===== config.mk =====
export PLATFORM = sky130hd
export DESIGN_NAME = mem_port_arbiter
export DESIGN_NICKNAME = d
export VERILOG_FILES = /design/src/rtl/mem_port_arbiter.sv
export SDC_FILE = /design/constraint.sdc
export NUM_CORES = 1
export LEC_CHECK = 0
export BUFFER_PORTS_ARGS = -buffer_cell sky130_fd_sc_hd__buf_2
export CAP_MARGIN = 0
export CORE_ASPECT_RATIO = 2
export CORE_MARGIN = 4
export CORE_UTILIZATION = 44
export CTS_CLUSTER_DIAMETER = 80
export DETAILED_ROUTE_END_ITERATION = 10
export PLACE_DENSITY = 0.8
export SLEW_MARGIN = 0
export SYNTH_ARGS = -nofsm -noshare
export SYNTH_HDL_FRONTEND = slang
export SYNTH_SLANG_ARGS = --single-unit

===== constraint.sdc =====
create_clock -name clk -period 1.8 [get_ports clk]
set_input_delay 0.09 -clock clk [delete_from_list [all_inputs] [get_ports clk]]
set_output_delay 0.09 -clock clk [all_outputs]
set_load 0.005 [all_outputs]

===== src/rtl/mem_port_arbiter.sv =====
// Arbitrates the single cache_mem port between instruction fetch (IF) and data (D) requesters.
// Latency: gnt is combinational in IDLE; response MEM_LAT+1 cycles after gnt for reads, 2 cycles for writes.
// Backpressure: one access in flight; requests are held by the requester and not granted until the FSM is back in IDLE.
module mem_port_arbiter #(
    parameter int ADDR_W     = 32,
    parameter int DATA_W     = 32,
    parameter int MEM_LAT    = 1,
    parameter int D_PRIORITY = 0
) (
    input  logic              clk,
    input  logic              reset,
    input  logic              if_req,
    input  logic [ADDR_W-1:0] if_addr,
    output logic              if_gnt,
    output logic              if_rvalid,
    input  logic              d_req,
    input  logic              d_we,
    input  logic [ADDR_W-1:0] d_addr,
    input  logic [DATA_W-1:0] d_wdata,
    output logic              d_gnt,
    output logic              d_rvalid,
    output logic [DATA_W-1:0] rdata,
    output logic              mem_read,
    output logic              mem_write,
    output logic [ADDR_W-1:0] mem_addr,
    output logic [DATA_W-1:0] mem_wdata,
    input  logic [DATA_W-1:0] mem_rdata,
    output logic              busy
);

    localparam int CNT_W = (MEM_LAT < 1) ? 1 : $clog2(MEM_LAT + 1);

    typedef enum logic [1:0] {
        IDLE   = 2'd0,
        ACCESS = 2'd1,
        RESP   = 2'd2
    } state_t;

    state_t            state;
    state_t            state_nxt;
    logic [CNT_W-1:0]  cnt;
    logic [ADDR_W-1:0] addr_q;
    logic [DATA_W-1:0] wdata_q;
    logic              we_q;
    logic              owner_q;     // 1 = D, 0 = IF
    logic              last_owner;  // 1 = D, 0 = IF
    logic              pick_d;
    logic              grant;
    logic              last_beat;

    // Winner selection; a grant is withheld while reset is high so no requester sees an accept that is dropped.
    always_comb begin
        pick_d = 1'b0;
        if (d_req && !if_req) begin
            pick_d = 1'b1;
        end else if (d_req && if_req) begin
            pick_d = (D_PRIORITY != 0) ? 1'b1 : !last_owner;
        end
        grant     = (state == IDLE) && (if_req || d_req) && !reset;
        last_beat = (cnt == CNT_W'(1));
    end

    // State register.
    always_ff @(posedge clk) begin
        if (reset) begin
            state <= IDLE;
        end else begin
            state <= state_nxt;
        end
    end

    // Next-state logic: writes leave ACCESS after one cycle, reads after the count expires.
    always_comb begin
        state_nxt = state;
        case (state)
            IDLE:    if (grant) state_nxt = ACCESS;
            ACCESS:  if (we_q || last_beat) state_nxt = RESP;
            RESP:    state_nxt = IDLE;
            default: state_nxt = IDLE;
        endcase
    end

    // Output decode from state and latched access attributes.
    always_comb begin
        if_gnt    = grant && !pick_d;
        d_gnt     = grant && pick_d;
        mem_read  = (state == ACCESS) && !we_q;
        mem_write = (state == ACCESS) && we_q;
        if_rvalid = (state == RESP) && !owner_q;
        d_rvalid  = (state == RESP) && owner_q;
        busy      = (state != IDLE);
        mem_addr  = addr_q;
        mem_wdata = wdata_q;
    end

    // Access latch, latency counter and response data capture.
    always_ff @(posedge clk) begin
        if (reset) begin
            addr_q     <= '0;
            wdata_q    <= '0;
            we_q       <= 1'b0;
            owner_q    <= 1'b0;
            last_owner <= 1'b1;
            cnt        <= '0;
            rdata      <= '0;
        end else begin
            if (grant) begin
                addr_q     <= pick_d ? d_addr : if_addr;
                wdata_q    <= pick_d ? d_wdata : '0;
                we_q       <= pick_d && d_we;
                owner_q    <= pick_d;
                last_owner <= pick_d;
                cnt        <= CNT_W'(MEM_LAT);
            end else if (state == ACCESS) begin
                cnt <= cnt - CNT_W'(1);
                if (!we_q && last_beat) begin
                    rdata <= mem_rdata;
                end
            end
        end
    end

endmodule

==> After elaboration in Yosys (flattened, before gate mapping) <==
Index checks and enable logic that the tools add are counted.
W data, S select, Z words.
{ "totals": {"regBits": 102, "in_bits": 133, "output_inout_bits": 103, "elab_cells": 48} }
{ "op_classes": {"addsub": 1, "n_eq_ne": 4, "muxes": 9, "bitwise": 1, "reduce_logical": 25} }
{ "ops": {"columns": ["op", "n"], "rows": [
  ["$mux W32", 2],
  ["$logic_and A1 B1 Y1", 12],
  ["$logic_not A1 Y1", 6],
  ["$mux W1", 4],
  ["$mux W2", 2],
  ["$ne A2 B2 Y1 const B", 2],
  ["$pmux W2 S2", 1],
  ["$reduce_bool A2 Y1", 2],
  ["$reduce_and A3 Y1", 1],
  ["$eq A2 B1 Y1 const B", 1],
  ["$eq A2 B2 Y1 const B", 1],
  ["$logic_not A2 Y1", 1],
  ["$logic_or A1 B1 Y1", 2],
  ["$reduce_and A2 Y1", 1],
  ["$not A1 Y1", 1],
  ["$sub A1 B1 Y1 const B", 1]
]} }

==> Logic depth before layout (Yosys ltp) <==
Gate-level depths: netlist of the first run.
{ "depth": {"word_depth": 5, "ltp_mapped": 6, "depth_no_buf": 4} }

==> Worst setup path before layout of the first run <==
OpenSTA, ideal clock, no wires.
{ "synth_path": {"path_type": "flip-flop to flip-flop", "from": "reg state[0]", "to": "reg addr_q[0], in the netlist mem_addr[0]", "setup_time_ns": 0.089, "arrival_time_ns": 1.213, "required_ns": 1.711, "setup_slack_ns": 0.498, "stages_incl_launch_ff": 5, "n_path_buf": 1, "synth_period_minus_slack_ns": 1.302, "cell_sequence": "dfxtp_1 -> nor2_4 -> dlymetal6s2s_1 -> a31oi_1 -> a311oi_2"} }
{ "synth_between": {"elab_chain_cells": 3} }
{ "synth_lines": {"columns": ["item", "line_no", "text"], "rows": [
  ["start, declared", "39", "state_t state;"],
  ["start signal, assigned", "68", "state <= state_nxt;"],
  ["$logic_not A2 Y1", "59", "grant = (state == IDLE) && (if_req || d_req) && !reset;"],
  ["$logic_and A1 B1 Y1 (2 in a row)", "59", null],
  ["end signal, assigned", "108", "addr_q <= pick_d ? d_addr : if_addr;"],
  ["end, declared", "42", "logic [ADDR_W-1:0] addr_q;"]
]} }
No other way between the ends.
A chain may end at the register's enable or synchronous reset.

==> Final worst setup path of the first run <==
{ "layout_path": {"from": "reg state[1]", "to": "out if_gnt"} }
{ "layout_between": {"elab_chain_cells": 4} }
{ "layout_lines": {"columns": ["item", "line_no", "text"], "rows": [
  ["$logic_not A2 Y1", "59", null],
  ["$logic_and A1 B1 Y1 (2 in a row)", "59", null],
  ["$logic_and A1 B1 Y1", "85", "if_gnt = grant && !pick_d;"],
  ["end, declared", "14", "output logic if_gnt,"]
]} }
No other way between the ends.

==> results of run 1 <==
final cells by class:
class / count / area (µm²) / share of cell area (%)
clock buffers: 9 / 225 / 3.58
clock inverters: 7 / 97.6 / 1.55
inverters: 5 / 21.3 / 0.338
flip-flops and latches: 102 / 2040 / 32.4
well taps: 102 / 128 / 2.03
repair buffers: 316 / 1980 / 31.4
multi-input cells: 277 / 1810 / 28.7
where the power goes:
part           internal, mW  switching (mW)  total, mW
clock network          1.13           0.943       2.07
logic                 0.544           0.559       1.10
registers              2.42          0.0930       2.51
per-layer routing:
metal,part of all wire [%],global-route usage [%],vias to the layer above
met5,0.078,0,-
met4,5.9,19.4,2
met3,6.0,4.80,65
met2,53,45.3,224
met1,35,27.2,2035
li1,-,-,2097
flip-flops by register name, indices dropped and copies added, names as in the netlist:
register and count:
last_owner 1, rdata 32, mem_addr 32, state 2, owner_q 1, we_q 1, cnt 1, mem_wdata 32
cell usage in the layout, fill, tap and decap left out, drive strengths merged, types with 2 or more instances in the layout:
master,Yosys,routed
nor2,4,4
nor3,2,2
a22o,33,33
buf,28,249
dlygate4sd3,0,67
clkbuf,13,9
dfxtp,102,102
o2bb2ai,2,2
a31oi,30,30
a311oi,30,30
o21ai,2,2
inv,5,9
a21oi,33,33
nand2,124,124
mux2i,2,2
clkinv,0,2
metrics by stage:
stage / utilization (%) / setup WS [ns] / hold slack (ns)
final: 69.4 / 0.131 / 0.0285
after global routing: 69.4 / 0.0160 / 0.0320
after CTS: 69.4 / 0.0605 / 0.0168
after detailed placement: 58.4 / 0.258 / 0.310
after global placement: 58.4 / 0.350 / 0.306
after floorplan: - / 0.498 / 0.223
cells by family (layout without fill, tap and decap cells):
logic type	after synthesis	after routing	share of synthesized area (%)
AO/OA/AOI/OAI	136	136	28.8
buffers and inverters	47	337	6.63
flip-flops	102	102	49.8
multiplexers	2	2	0.489
AND/OR/NAND/NOR	139	139	14.3
critical path, stage by stage, from the launching register on:
cell     delay (ns)
dfxtp_1        0.41
nor2_4         0.19
buf_12         0.22
nand3_2        0.14
nor2_1         0.14
buf_2          0.13
timing repair:
action	in CTS	in global routing
setup endpoints to repair	0	1
endpoints found under the hold margin	66	0
setup buffers	0	0
hold buffers	67	0
gates resized for setup	0	1
final timing paths:
path                         start                    endpoint  slack (ns)  depth (start not counted)
max          state[1]$_SDFFE_PP0P_                      if_gnt        0.13                          5
min                      d_addr[1]    mem_addr[1]$_SDFFE_PP0P_        0.03                          3
max reg2reg  state[1]$_SDFFE_PP0P_  mem_wdata[14]$_SDFFE_PP0P_        0.21                          5
min reg2reg  rdata[7]$_SDFFE_PP0P_       rdata[7]$_SDFFE_PP0P_        0.46                          2
cells in the mapped netlist, types with 2 or more instances:
library cell and count:
nand2_1 124, dfxtp_1 102, a22o_1 33, a21oi_1 32
a31oi_1 30, a311oi_2 29, buf_2 16, clkbuf_1 13
buf_6 8, inv_1 4, buf_1 3, nor2_1 3
mux2i_1 2, o21ai_0 2, o2bb2ai_1 2
==> impl_results.md, run 1 <==
* Post-synth EDFFs at 0
* Layout net count at 844
* Synth unique cells at 38
* Fmax at 599 MHz
* CTS tree: yes
* DR DRC count at 0
* Peak VDD IR at 0.493 mV
* Leak Pwr at 2.94 nW
* First-pass GRT wire length at 22800 µm
* Initial core utilization at 45.2%
* Outcome: completed
* Vias in the first global route at 4620
* Total power at 5.68 mW
* Cell Count, Final, Fillers Out at 818
* Startpoint types: register
* Dpl hpwl at 9020 µm
* FP Rows at 49
* Max Slew Vio Count at 0
* Worst endpoint required time at 1.71 ns
* Final Critical Period at 1.67 ns
* Overflow after GRT at 0
* Top_reg_cell synth: dfxtp_1
* Final hold viol count at 0
* Setup TNS at 0 ns
* Fraction of layout cells with a size suffix above 1 at 42.3%
* Worst hold path class: in -> reg
* Synthesized area per cell at 9.62 µm²
* Skew final at 0.0159 ns
* Yosys warns at 0
* Asr flop ratio synth at 0%
* Crit-path max FO at 32
* Relative slew slack at 65.7%
* RSZ-0062 raised after global routing: no
* GPL Wtd Cong at 0.817
* Clock slew at reported path FFs at 0.07 ns
* Gr usage total at 25.8%
* Longest Clk Path Bufs at 2
* Endpoints failing setup at 0
* Synth area leader: dfxtp_1
* Routed WL at 14000 µm
* Core area at 0.00907 mm²
* # fillers at 655
* IO Count at 236
* Initial antenna violation count at 0
* Initial DRT Pass Iterations at 5
* Area Overhead vs Synth at 53.7%
* Period utilization at 92.7%
* CP Data Arrival Time at 1.58 ns
* MaxCap Viol Count at 0
* Initial drt markers at 232
* ANT cells at 0
* H-tree levels at 3
* Die area at 0.0110 mm²
* Placed cell areas at 0.00530 mm²
* Antenna Nets Post-Route at 0
* DP Cell Count at 735
* Synth Net Count at 559
* Die Ht at 144 µm
* Power Dens Cells at 902 mW/mm²
* Vias per cell at 5.41
* Clock sinks at 102
* Top cells by area, synth: dfxtp_1, nand2_1, a311oi_2
* # port buffers at 235
* CTS Buf Count at 9
* Worst Tran Pin Value at 0.514 ns
* DR WL/cell at 17.2 µm
* Chip width at 76.2 µm
* Cell count after synthesis at 426
* Post-synth top area share at 49.8%
* Routed via count at 4423
* Post-route design area at 0.00630 mm²
* #FFs+latches synth at 102
* Root Driver: clkbuf_16
* Synthesized area at 0.00410 mm²
* CP Class: reg -> out
* Worst-skew pair later-pin latency at 0.35 ns
* Sequential element share of the synthesized area at 49.8%
* Largest net degree at the start of global routing at 38
* Capturing element type of the critical path: output port
(Power assumes the default switching activity.)
==> run 2: changes to the inputs <==
--- a/config.mk
+++ b/config.mk
@@ -5,6 +5,7 @@
 export SDC_FILE = /design/constraint.sdc
 export NUM_CORES = 1
 export LEC_CHECK = 0
+export ABC_AREA = 1
 export BUFFER_PORTS_ARGS = -buffer_cell sky130_fd_sc_hd__buf_2
 export CAP_MARGIN = 0
 export CORE_ASPECT_RATIO = 2
==> impl_results.md, run 2 <==
* Synth Net Count at 700
* # port buffers at 235
* Synthesized area per cell at 7.39 µm²
* Fmax at 618 MHz
* Relative slew slack at 61.9%
* CP Class: reg -> out
* Synthesized area at 0.00419 mm²
* Longest Clk Path Bufs at 2
* Leak Pwr at 3.10 nW
* First-pass GRT wire length at 21500 µm
* Endpoints failing setup at 0
* Post-synth EDFFs at 0
* Vias in the first global route at 4622
* Peak VDD IR at 0.795 mV
* FP Rows at 50
* Clock sinks at 102
* DR WL/cell at 14.9 µm
* Initial core utilization at 45.0%
* Dpl hpwl at 9450 µm
* Initial antenna violation count at 1
* Largest net degree at the start of global routing at 46
* Top_reg_cell synth: dfxtp_1
* RSZ-0062 raised after global routing: no
* R2r setup slk at 0.30 ns
* Skew final at 0.00651 ns
* Root Driver: clkbuf_16
* Layout net count at 949
* Capturing element type of the critical path: output port
* Synth unique cells at 21
* Initial DRT Pass Iterations at 5
* MaxCap Viol Count at 0
* H-tree levels at 3
* Worst Tran Pin Value at 0.569 ns
* Post-synth top area share at 48.7%
* Dominant delay contributor by cell family on the critical path: simple AND/OR/NAND/NOR gates
* Post-route design area at 0.00596 mm²
* Outcome: completed
* CP peak stage delay at 0.35 ns
* CTS tree: yes
* Routed WL at 13800 µm
* Crit-path max FO at 17
* CTS Buf Count at 9
* Die area at 0.0112 mm²
* Most frequent cells in the layout: buf_2, nand2_1, dfxtp_1
* Gr usage total at 23.3%
* Post-cts sizing count at 0
* Routed via count at 4756
* Most common cell after layout, fill and taps aside: buf_2
* Initial drt markers at 199
* Die Ht at 146 µm
* Asr flop ratio synth at 0%
* Clock slew at reported path FFs at 0.07 ns
* Worst-skew pair later-pin latency at 0.34 ns
* Overflow after GRT at 0
* Placed cell areas at 0.00532 mm²
* Cell count after synthesis at 567
* CP Data Arrival Time at 1.53 ns
* Synth top cells by count: nand2_1, dfxtp_1, nand3_1
* Startpoint types: register
* Fraction of layout cells with a size suffix above 1 at 33.5%
* Period utilization at 89.8%
* Top cells by area, synth: dfxtp_1, nand2_1, nand3_1
* Final Critical Period at 1.62 ns
* Worst endpoint required time at 1.71 ns
* CP max stage cell: dfxtp_1
* Worst path cell trace: nor2_4, nand2_4, nor2_8, nand2_1, inv_1, buf_2
* IO Count at 236
* Vias per cell at 5.15
* Sequential element share of the synthesized area at 48.7%
* Chip width at 77.0 µm
* Max Slew Vio Count at 0
* Antenna Nets Post-Route at 0
* DR DRC count at 0
* Power Dens Cells at 901 mW/mm²
* Worst hold path class: in -> reg
* GPL Wtd Cong at 0.806
* Area Overhead vs Synth at 42.1%
* Synth area leader: dfxtp_1
* Bufs and invs on worst path at 2
* Most numerous cell in the Yosys netlist: nand2_1
* #FFs+latches synth at 102
* ANT cells at 0
* Setup TNS at 0 ns
* Post-layout util at 63.9%
* Core area at 0.00932 mm²
* Final hold viol count at 0
* Yosys warns at 0
==> run 2: report_power, final <==
| part | internal, mW | total, mW | switching, mW | leakage [nW] |
|---|---|---|---|---|
| combinational | 0.425 | 1.02 | 0.596 | 2.12 |
| clock | 1.07 | 1.87 | 0.807 | 0.141 |
| sequential | 2.40 | 2.47 | 0.0780 | 0.830 |
| total | 3.89 | 5.37 | 1.48 | 3.10 |
==> run 2: path summary, 6_finish.rpt <==
path | end | cells past startpoint | start
max reg2reg | rdata[3]$_SDFFE_PP0P_ | 6 | state[1]$_SDFFE_PP0P_
max | if_gnt | 6 | state[0]$_SDFFE_PP0P_
min reg2reg | rdata[10]$_SDFFE_PP0P_ | 2 | rdata[10]$_SDFFE_PP0P_
min | rdata[14]$_SDFFE_PP0P_ | 3 | mem_rdata[14]
==> run 2: cell type report <==
type	instances	area, µm²
tap	104	130
fill	804	3360
clock buffer	9	225
sequential	102	2040
multi-input combinational	414	1860
clock inverter	6	61.3
inverter	11	41.3
timing repair buffer	278	1590
==> run 2: repair_timing <==
| action | CTS | global route |
|---|---|---|
| hold buffers | 33 | 0 |
| setup endpoints to repair | 0 | 2 |
| setup buffers | 0 | 0 |
| hold endpoints to repair | 33 | 0 |
==> run 2: per-stage QoR <==
step / cells / total power [mW] / hold WS (ns) / setup WS [ns]
6_report: 924 / 5.37 / 0.0261 / 0.183
3_5_place_dp: 874 / 3.46 / 0.280 / 0.311
2_1_floorplan: 567 / 3.09 / 0.193 / 0.692
3_3_place_gp: 874 / 3.43 / 0.277 / 0.405
5_1_grt: 924 / 5.64 / 0.0192 / 0.0496
4_1_cts: 922 / 5.40 / 0.0107 / 0.0659
==> run 2: logic make-up (layout without fill, tap and decap cells) <==
| group | after synthesis | count (layout) | share of synthesized area, % |
|---|---|---|---|
| compound gates | 69 | 69 | 8.30 |
| buf+inv | 53 | 304 | 7.37 |
| flops | 102 | 102 | 48.7 |
| simple gates | 343 | 345 | 35.6 |
==> run 2: worst min-delay path, cell delays in order <==
cell and delay, ns:
buf_2 0.10, nand3_1 0.07, a21oi_1 0.06
==> run 2: metal layers <==
layer	wire, µm	vias to the layer above	global-route usage, %
li1	-	2335	-
met1	4930	2108	24.7
met2	7010	252	40.5
met3	1110	59	6.67
met4	703	2	13.5
met5	12	-	0
